<file path="src/rtl/imm_gen_stage.sv">
// LEGv8 immediate generation stage: decodes format and extended immediate
// at the input and buffers entries in a 2-deep in-order skid FIFO.
module imm_gen_stage #(
    parameter int XLEN = 64
) (
    input  logic            clk,
    input  logic            reset_n,
    input  logic            flush,
    input  logic            in_valid,
    output logic            in_ready,
    input  logic [31:0]     in_instr,
    input  logic [XLEN-1:0] in_pc,
    output logic            out_valid,
    input  logic            out_ready,
    output logic [XLEN-1:0] out_imm,
    output logic [2:0]      out_fmt,
    output logic [31:0]     out_instr,
    output logic [XLEN-1:0] out_pc
);

    localparam logic [2:0] FMT_R  = 3'd0;
    localparam logic [2:0] FMT_I  = 3'd1;
    localparam logic [2:0] FMT_D  = 3'd2;
    localparam logic [2:0] FMT_B  = 3'd3;
    localparam logic [2:0] FMT_CB = 3'd4;

    typedef struct packed {
        logic [XLEN-1:0] imm;
        logic [2:0]      fmt;
        logic [31:0]     instr;
        logic [XLEN-1:0] pc;
    } entry_t;

    entry_t     head_q, head_d;
    entry_t     tail_q, tail_d;
    logic [1:0] cnt_q, cnt_d;
    entry_t     new_e;
    logic       accept;
    logic       pop;

    // Decode order matters: earlier opcode classes win.
    always_comb begin
        new_e       = '0;
        new_e.instr = in_instr;
        new_e.pc    = in_pc;
        if (in_instr[31:21] == 11'h7C2 || in_instr[31:21] == 11'h7C0) begin
            new_e.fmt = FMT_D;
            new_e.imm = {{(XLEN-9){in_instr[20]}}, in_instr[20:12]};
        end else if (in_instr[31:22] == 10'h244 ||
                     in_instr[31:22] == 10'h344) begin
            new_e.fmt = FMT_I;
            new_e.imm = {{(XLEN-12){1'b0}}, in_instr[21:10]};
        end else if (in_instr[31:26] == 6'h05) begin
            new_e.fmt = FMT_B;
            new_e.imm = {{(XLEN-28){in_instr[25]}}, in_instr[25:0], 2'b00};
        end else if (in_instr[31:24] == 8'hB4 ||
                     in_instr[31:24] == 8'hB5 ||
                     in_instr[31:24] == 8'h54) begin
            new_e.fmt = FMT_CB;
            new_e.imm = {{(XLEN-21){in_instr[23]}}, in_instr[23:5], 2'b00};
        end else begin
            new_e.fmt = FMT_R;
            new_e.imm = '0;
        end
    end

    assign in_ready  = (cnt_q < 2'd2);
    assign out_valid = (cnt_q != 2'd0);
    assign accept    = in_valid & in_ready & ~flush;
    assign pop       = out_valid & out_ready & ~flush;

    always_comb begin
        cnt_d  = cnt_q;
        head_d = head_q;
        tail_d = tail_q;
        if (flush) begin
            cnt_d = 2'd0;
        end else if (accept && pop) begin
            // only reachable at count 1: new entry replaces the head
            head_d = new_e;
        end else if (pop) begin
            if (cnt_q == 2'd2) begin
                head_d = tail_q;
            end
            cnt_d = cnt_q - 2'd1;
        end else if (accept) begin
            if (cnt_q == 2'd0) begin
                head_d = new_e;
            end else begin
                tail_d = new_e;
            end
            cnt_d = cnt_q + 2'd1;
        end
    end

    always_ff @(posedge clk or negedge reset_n) begin
        if (!reset_n) begin
            cnt_q  <= 2'd0;
            head_q <= '0;
            tail_q <= '0;
        end else begin
            cnt_q  <= cnt_d;
            head_q <= head_d;
            tail_q <= tail_d;
        end
    end

    // Stale head data is masked so an empty stage reads all-zero.
    assign out_imm   = out_valid ? head_q.imm   : '0;
    assign out_fmt   = out_valid ? head_q.fmt   : 3'd0;
    assign out_instr = out_valid ? head_q.instr : 32'd0;
    assign out_pc    = out_valid ? head_q.pc    : '0;

endmodule

</file>
<file path="config.mk">
export PLATFORM = sky130hd
export DESIGN_NAME = imm_gen_stage
export DESIGN_NICKNAME = d
export VERILOG_FILES = /design/src/rtl/imm_gen_stage.sv
export SDC_FILE = /design/constraint.sdc
export NUM_CORES = 1
export LEC_CHECK = 0
export BUFFER_PORTS_ARGS = -buffer_cell sky130_fd_sc_hd__clkbuf_2
export CORE_MARGIN = 3
export CORE_UTILIZATION = 55
export CTS_CLUSTER_DIAMETER = 50
export DETAILED_ROUTE_END_ITERATION = 8
export GPL_TIMING_DRIVEN = 0
export PLACE_DENSITY = 0.81
export SLEW_MARGIN = 20
export SYNTH_ARGS = -nofsm -noshare
export SYNTH_HDL_FRONTEND = slang
export SYNTH_SLANG_ARGS = --single-unit
</file>
<file path="constraint.sdc">
create_clock -name clk -period 4.3 [get_ports clk]
set_input_delay 0.645 -clock clk [delete_from_list [all_inputs] [get_ports clk]]
set_output_delay 0.645 -clock clk [all_outputs]
set_load 0.03 [all_outputs]
</file>
**After elaboration in Yosys (flattened, before gate mapping)**

Index checks and enable logic that the tools add are counted.

- Register bits: 328
- Latch bits: 0
- Bits in read-only memories: 0
- Output and inout port bits: 165
- Memories: 0
- Input port bits: 101
- Logic and storage cells: 61
- Memory bits (writable): 0

- Bitwise gates (word level): 8
- Multiplexer cells: 17
- $add $sub $neg: 2
- Reduce and logical (&&, ||, !) cells: 13
- Equality and inequality tests: 11
- $lt $le $gt $ge: 1
- Shifts and indexed selects: 0
- $mul: 0
- Divide/modulo/power cells: 0

Operators by type and width:

| operator | number |
|---|---|
| 163-bit two-way mux | 5 |
| 67-bit two-way mux | 4 |
| 64-bit two-way mux | 2 |
| 32-bit two-way mux | 1 |
| 11-bit equality test (second input constant) | 2 |
| 10-bit equality test (second input constant) | 2 |
| 8-bit equality test (second input constant) | 2 |
| 3-bit nonzero test | 3 |
| 8-bit by 7-bit equality test with 1-bit output (second input constant) | 1 |
| 2-bit two-way mux | 4 |
| 6-bit by 3-bit equality test with 1-bit output (second input constant) | 1 |
| 5-bit AND reduction | 1 |
| 1-bit AND | 4 |
| 1-bit logical OR | 4 |
| 1-bit inverter | 4 |
| 4-bit AND reduction | 1 |
| 3-bit two-way mux | 1 |
| 3-bit by 1-bit != test with 1-bit output (second input constant) | 1 |
| 2-bit by 1-bit adder with 2-bit output (second input constant) | 1 |
| 2-bit equality test (second input constant) | 1 |
| 2-bit logical NOT | 1 |
| 2-bit less-than comparator (second input constant) | 1 |
| 2-bit != test (second input constant) | 1 |
| 2-bit AND reduction | 1 |
| other kinds (3) | 3 |

**Logic depth before layout (Yosys ltp)**

- Depth after elaboration: 11
- Gate-level depth with buffers: 8

**Worst setup path after synthesis**

No wires, ideal clock.

- Path kind: reg2out
- Start point: reg cnt_q[1]
- End point: out out_imm[28]
- Cell stages (with the launch flop): 6
- Arrival: 2193 ps
- Buffers on the path: 3
- Path slack: 1462 ps
- Required time: 3655 ps
- Cell sequence: dfrtp_1 -> or2_2 -> clkbuf_1 -> clkbuf_1 -> and2_1 -> buf_4

- Word-level cells in the longest chain between the ends: 2

RTL lines:

| what | line | source |
|---|---|---|
| start: declaration | 36 | `logic [1:0] cnt_q, cnt_d;` |
| start signal: assignment | 102 | `cnt_q <= cnt_d;` |
| 2-bit nonzero test | 68 | `assign out_valid = (cnt_q != 2'd0);` |
| 64-bit two-way mux | 109 | `assign out_imm = out_valid ? head_q.imm : '0;` |
| end: declaration | 15 | `output logic [XLEN-1:0] out_imm,` |

Every way passes these cells.

**Final worst setup path**

- Start point: reg cnt_q[1]
- End point: out out_imm[42]

The elaborated chain is that of the path after synthesis.

==> key figures <==
Placement
  • Quantity of I/O buffers inserted on ports: 264
  • Detailed-placement wirelength estimate: 24170 um
  • Weighted congestion reported at the end of routability-driven placement: approximately 0.86
  • Pre-CTS worst setup slack: around 0.36 ns

Global route
  • Aggregate global routing overflow: 0
  • Number of global-route vias before repair: roughly 11000
  • Global-route wire length before repair: 55120 um
  • Number of antenna violations at the first check in global routing: 0
  • GRT Util Overall: 0.2819
  • Pin count of the biggest net entering global routing: a little over 90

Routing
  • Via Count: about 11000
  • Wire length reported by the detailed router: 34450 um
  • DRC Markers: 0
  • Via/cell ratio: 5.473
  • First-pass iteration count of the detailed router: 5
  • Antenna violation net count after detailed routing: 0
  • DRT iter0 DRCs: just over 900
  • DR WL/cell: 16.99 um

STA
  • Maximum operating frequency: 0.2429 GHz
  • Pins over their slew limit: 0
  • Unrepaired setup endpoints after global routing: false
  • Worst slew pin tran: 0.9357 ns
  • Final worst path period share: 0.9574
  • Smallest hold slack: 0.1465 ns
  • Worst-case headroom to the max-slew limit: 0.3762
  • Least setup slack across all paths after layout: approximately 0.18 ns
  • Final setup skew: just over 0.006 ns
  • Final critical-path required period: 4.117 ns
  • Total of endpoints with negative setup slack in the final report: 0
  • Sum Neg Setup Slack: 0 ns
  • Number of failing hold endpoints at the final stage: 0

Power
  • Cell Pwr Density: 450.6 nW/um^2
  • Leak pwr: 0.007423 uW
  • VDD IR-drop max: 0.0003052 V

CTS
  • Number of clock buffers inserted by TritonCTS: 28
  • # clock sinks: around 260
  • CTS hold repair buffers: 0
  • Clock root buffer: sky130_fd_sc_hd__clkbuf_16
  • Worst-Skew Late Latency: 0.53 ns
  • Buffers from clock root to sink, at most: 3
  • Clock tree from TritonCTS: built
  • H-tree depth reported by CTS: 1
  • Number of buffers inserted to repair setup after CTS: 0
  • Clock slew at the register clock pins of the worst setup and hold paths: 0.06 ns

Die
  • Placeable Area: around 21000 um^2
  • Number of top-level design ports: 266
  • Die ar.: 23860 um^2
  • Effective utilization at floorplan: 0.5677
  • FP Rows: 53
  • Die boundary height: between 150 and 200 um
  • Overall die width: 154.5 um

Logic synthesis
  • Dominant register cell in the synthesized netlist: sky130_fd_sc_hd__dfrtp_1
  • Post-synthesis cell count: 1442
  • Most repeated cell in the gate-level netlist after synthesis: sky130_fd_sc_hd__nand2_1
  • Area leader, netlist: sky130_fd_sc_hd__dfrtp_1
  • Top-area cell type share of the netlist area: 0.5285
  • Number of synthesized register bits: between 200 and 300
  • Number of synthesis warnings: 0
  • Synthesized area divided by synthesized cell count: 8.406 um^2
  • Post-synth EDFFs: 0
  • Sequential element share of the synthesized area: 0.5285
  • Post-synth design cell area: 12120 um^2
  • Cell types occupying the most area after synthesis: sky130_fd_sc_hd__dfrtp_1 (53%), sky130_fd_sc_hd__nand2_1 (16%), sky130_fd_sc_hd__and2_1 (6.9%), sky130_fd_sc_hd__a31oi_1 (5.1%), sky130_fd_sc_hd__nor2_1 (3.8%)
  • Synth unique cells: 46
  • Post-Syn Nets: ~1500
  • Async set-or-reset flop fraction in the synthesized netlist: 1.000
  • Cell types with the highest counts after synthesis: sky130_fd_sc_hd__nand2_1 (528), sky130_fd_sc_hd__dfrtp_1 (256), sky130_fd_sc_hd__and2_1 (134)

Final layout
  • Final net count: 1839
  • Final antenna diode count: 0
  • Share of cells above drive strength 1: 0.2065
  • Post-synthesis to final-layout area growth: 21.82%

Critical path
  • Required time at the worst-slack endpoint: 3.65 ns
  • Element type at the critical path end: output pin
  • Most frequent cell on the critical path: sky130_fd_sc_hd__clkbuf_1
  • Maximum fanout along the worst path: 37
  • Signal arrival time at the worst endpoint: approximately 3.5 ns
  • Setup Crit Path Kind: reg -> out
  • Crit path cell chain: or2_2 > clkbuf_1 > clkbuf_1 > and2_2 > buf_4 > clkbuf_2
  • Delay of the slowest critical-path stage: 0.69 ns
  • Max stage delay cell, worst path: sky130_fd_sc_hd__clkbuf_1
  • Category of the worst setup path launch point: register

Min path
  • Path category of the worst min-delay check: in -> async

Status
  • Result of the run: completed

Run
  • Max Cap Viol: 0
==> layout by cell type (no fill, tap or decap), types with 6 or more instances in the layout <==
cell type	count
sky130_fd_sc_hd__nor2b_1	6
sky130_fd_sc_hd__o31ai_1	12
sky130_fd_sc_hd__clkbuf_2	263
sky130_fd_sc_hd__nor2_1	124
sky130_fd_sc_hd__buf_2	8
sky130_fd_sc_hd__a21oi_1	10
sky130_fd_sc_hd__dfrtp_1	256
sky130_fd_sc_hd__nand2_1	528
sky130_fd_sc_hd__clkbuf_8	6
sky130_fd_sc_hd__a22o_1	21
sky130_fd_sc_hd__and2_1	133
sky130_fd_sc_hd__nor3_1	8
sky130_fd_sc_hd__clkbuf_16	29
sky130_fd_sc_hd__buf_4	36
sky130_fd_sc_hd__a211oi_1	6
sky130_fd_sc_hd__clkbuf_1	96
sky130_fd_sc_hd__a221oi_1	6
sky130_fd_sc_hd__o22a_1	7
sky130_fd_sc_hd__o22ai_1	11
sky130_fd_sc_hd__a31oi_1	99
sky130_fd_sc_hd__mux2i_1	6
sky130_fd_sc_hd__nand3_1	7
sky130_fd_sc_hd__o21ai_0	26
==> cells by family after synthesis <==
family / after synthesis / share of synthesized area
buf+inv: 141 / 0.05625
simple gates: 826 / 0.2936
flops: 256 / 0.5285
mux: 6 / 0.004955
compound gates: 213 / 0.1167
==> power breakdown <==
group	internal [uW]	switching, uW	total, uW
clock network	1420	951	2370
logic	421	772	1190
registers	2850	234	3090
==> state kept, by name (all words and copies together) (netlist names) <==
signal,flops
cnt_q,2
head_q,127
tail_q,127
==> path summary, 6_finish.rpt <==
kind	startpoint	endpoint	slack, ns	cells past startpoint
worst max-delay path	cnt_q[1]	out_imm[42]	0.18	6
worst min-delay path	reset_n	head_q[56]	0.15	1
worst max register to register	cnt_q[0]	head_q[1]	1.42	8
worst min register to register	tail_q[122]	tail_q[122]	0.47	2
max in group asynchronous	reset_n	head_q[17]	3.25	2
min in group clk	in_pc[6]	tail_q[6]	0.32	3
==> layer usage <==
| layer | track usage | vias up | routed length, um |
|---|---|---|---|
| met5 | 0 | - | 0 |
| met4 | 0.09630 | 0 | 1269 |
| met3 | 0.04197 | 87 | 2618 |
| met2 | 0.4586 | 476 | 16140 |
| met1 | 0.3911 | 5265 | 14420 |
| li1 | - | 5272 | - |
==> stage by stage <==
| stage | std cells | power [uW] | util | instance area (um^2) |
|---|---|---|---|---|
| floorplan | 1442 | 3865 | - | 12120 |
| global placement | 1981 | 4251 | 0.6457 | 13790 |
| detailed placement | 1983 | 4312 | 0.6489 | 13860 |
| CTS | 2028 | 6675 | 0.6913 | 14760 |
| global route | 2028 | 6960 | 0.6916 | 14770 |
| finish | 2028 | 6654 | 0.6916 | 14770 |
==> cell type report <==
| cell class | count | area, um^2 |
|---|---|---|
| Fill cell | 1718 | 6586 |
| Multi-Input combinational cell | 1045 | 5046 |
| Buffer | 140 | 678.2 |
| Timing Repair Buffer | 266 | 1385 |
| Inverter | 1 | 3.754 |
| Tap cell | 275 | 344.1 |
| Sequential cell | 256 | 6406 |
| Clock inverter | 7 | 93.84 |
| Clock buffer | 38 | 809.5 |
==> timing repair <==
action                                  CTS  global route
endpoints found under the hold margin     0             0
gates resized for setup                   1             0
endpoints found under the setup margin   37             0
==> critical path, delay by kind of cell (launching register included) <==
| kind | cells | cell delay (ns) |
|---|---|---|
| flip-flops | 1 | 0.41 |
| buffers and inverters | 4 | 1.70 |
| AND/OR/NAND/NOR | 2 | 0.80 |
Power figures use the tool's default switching activity.
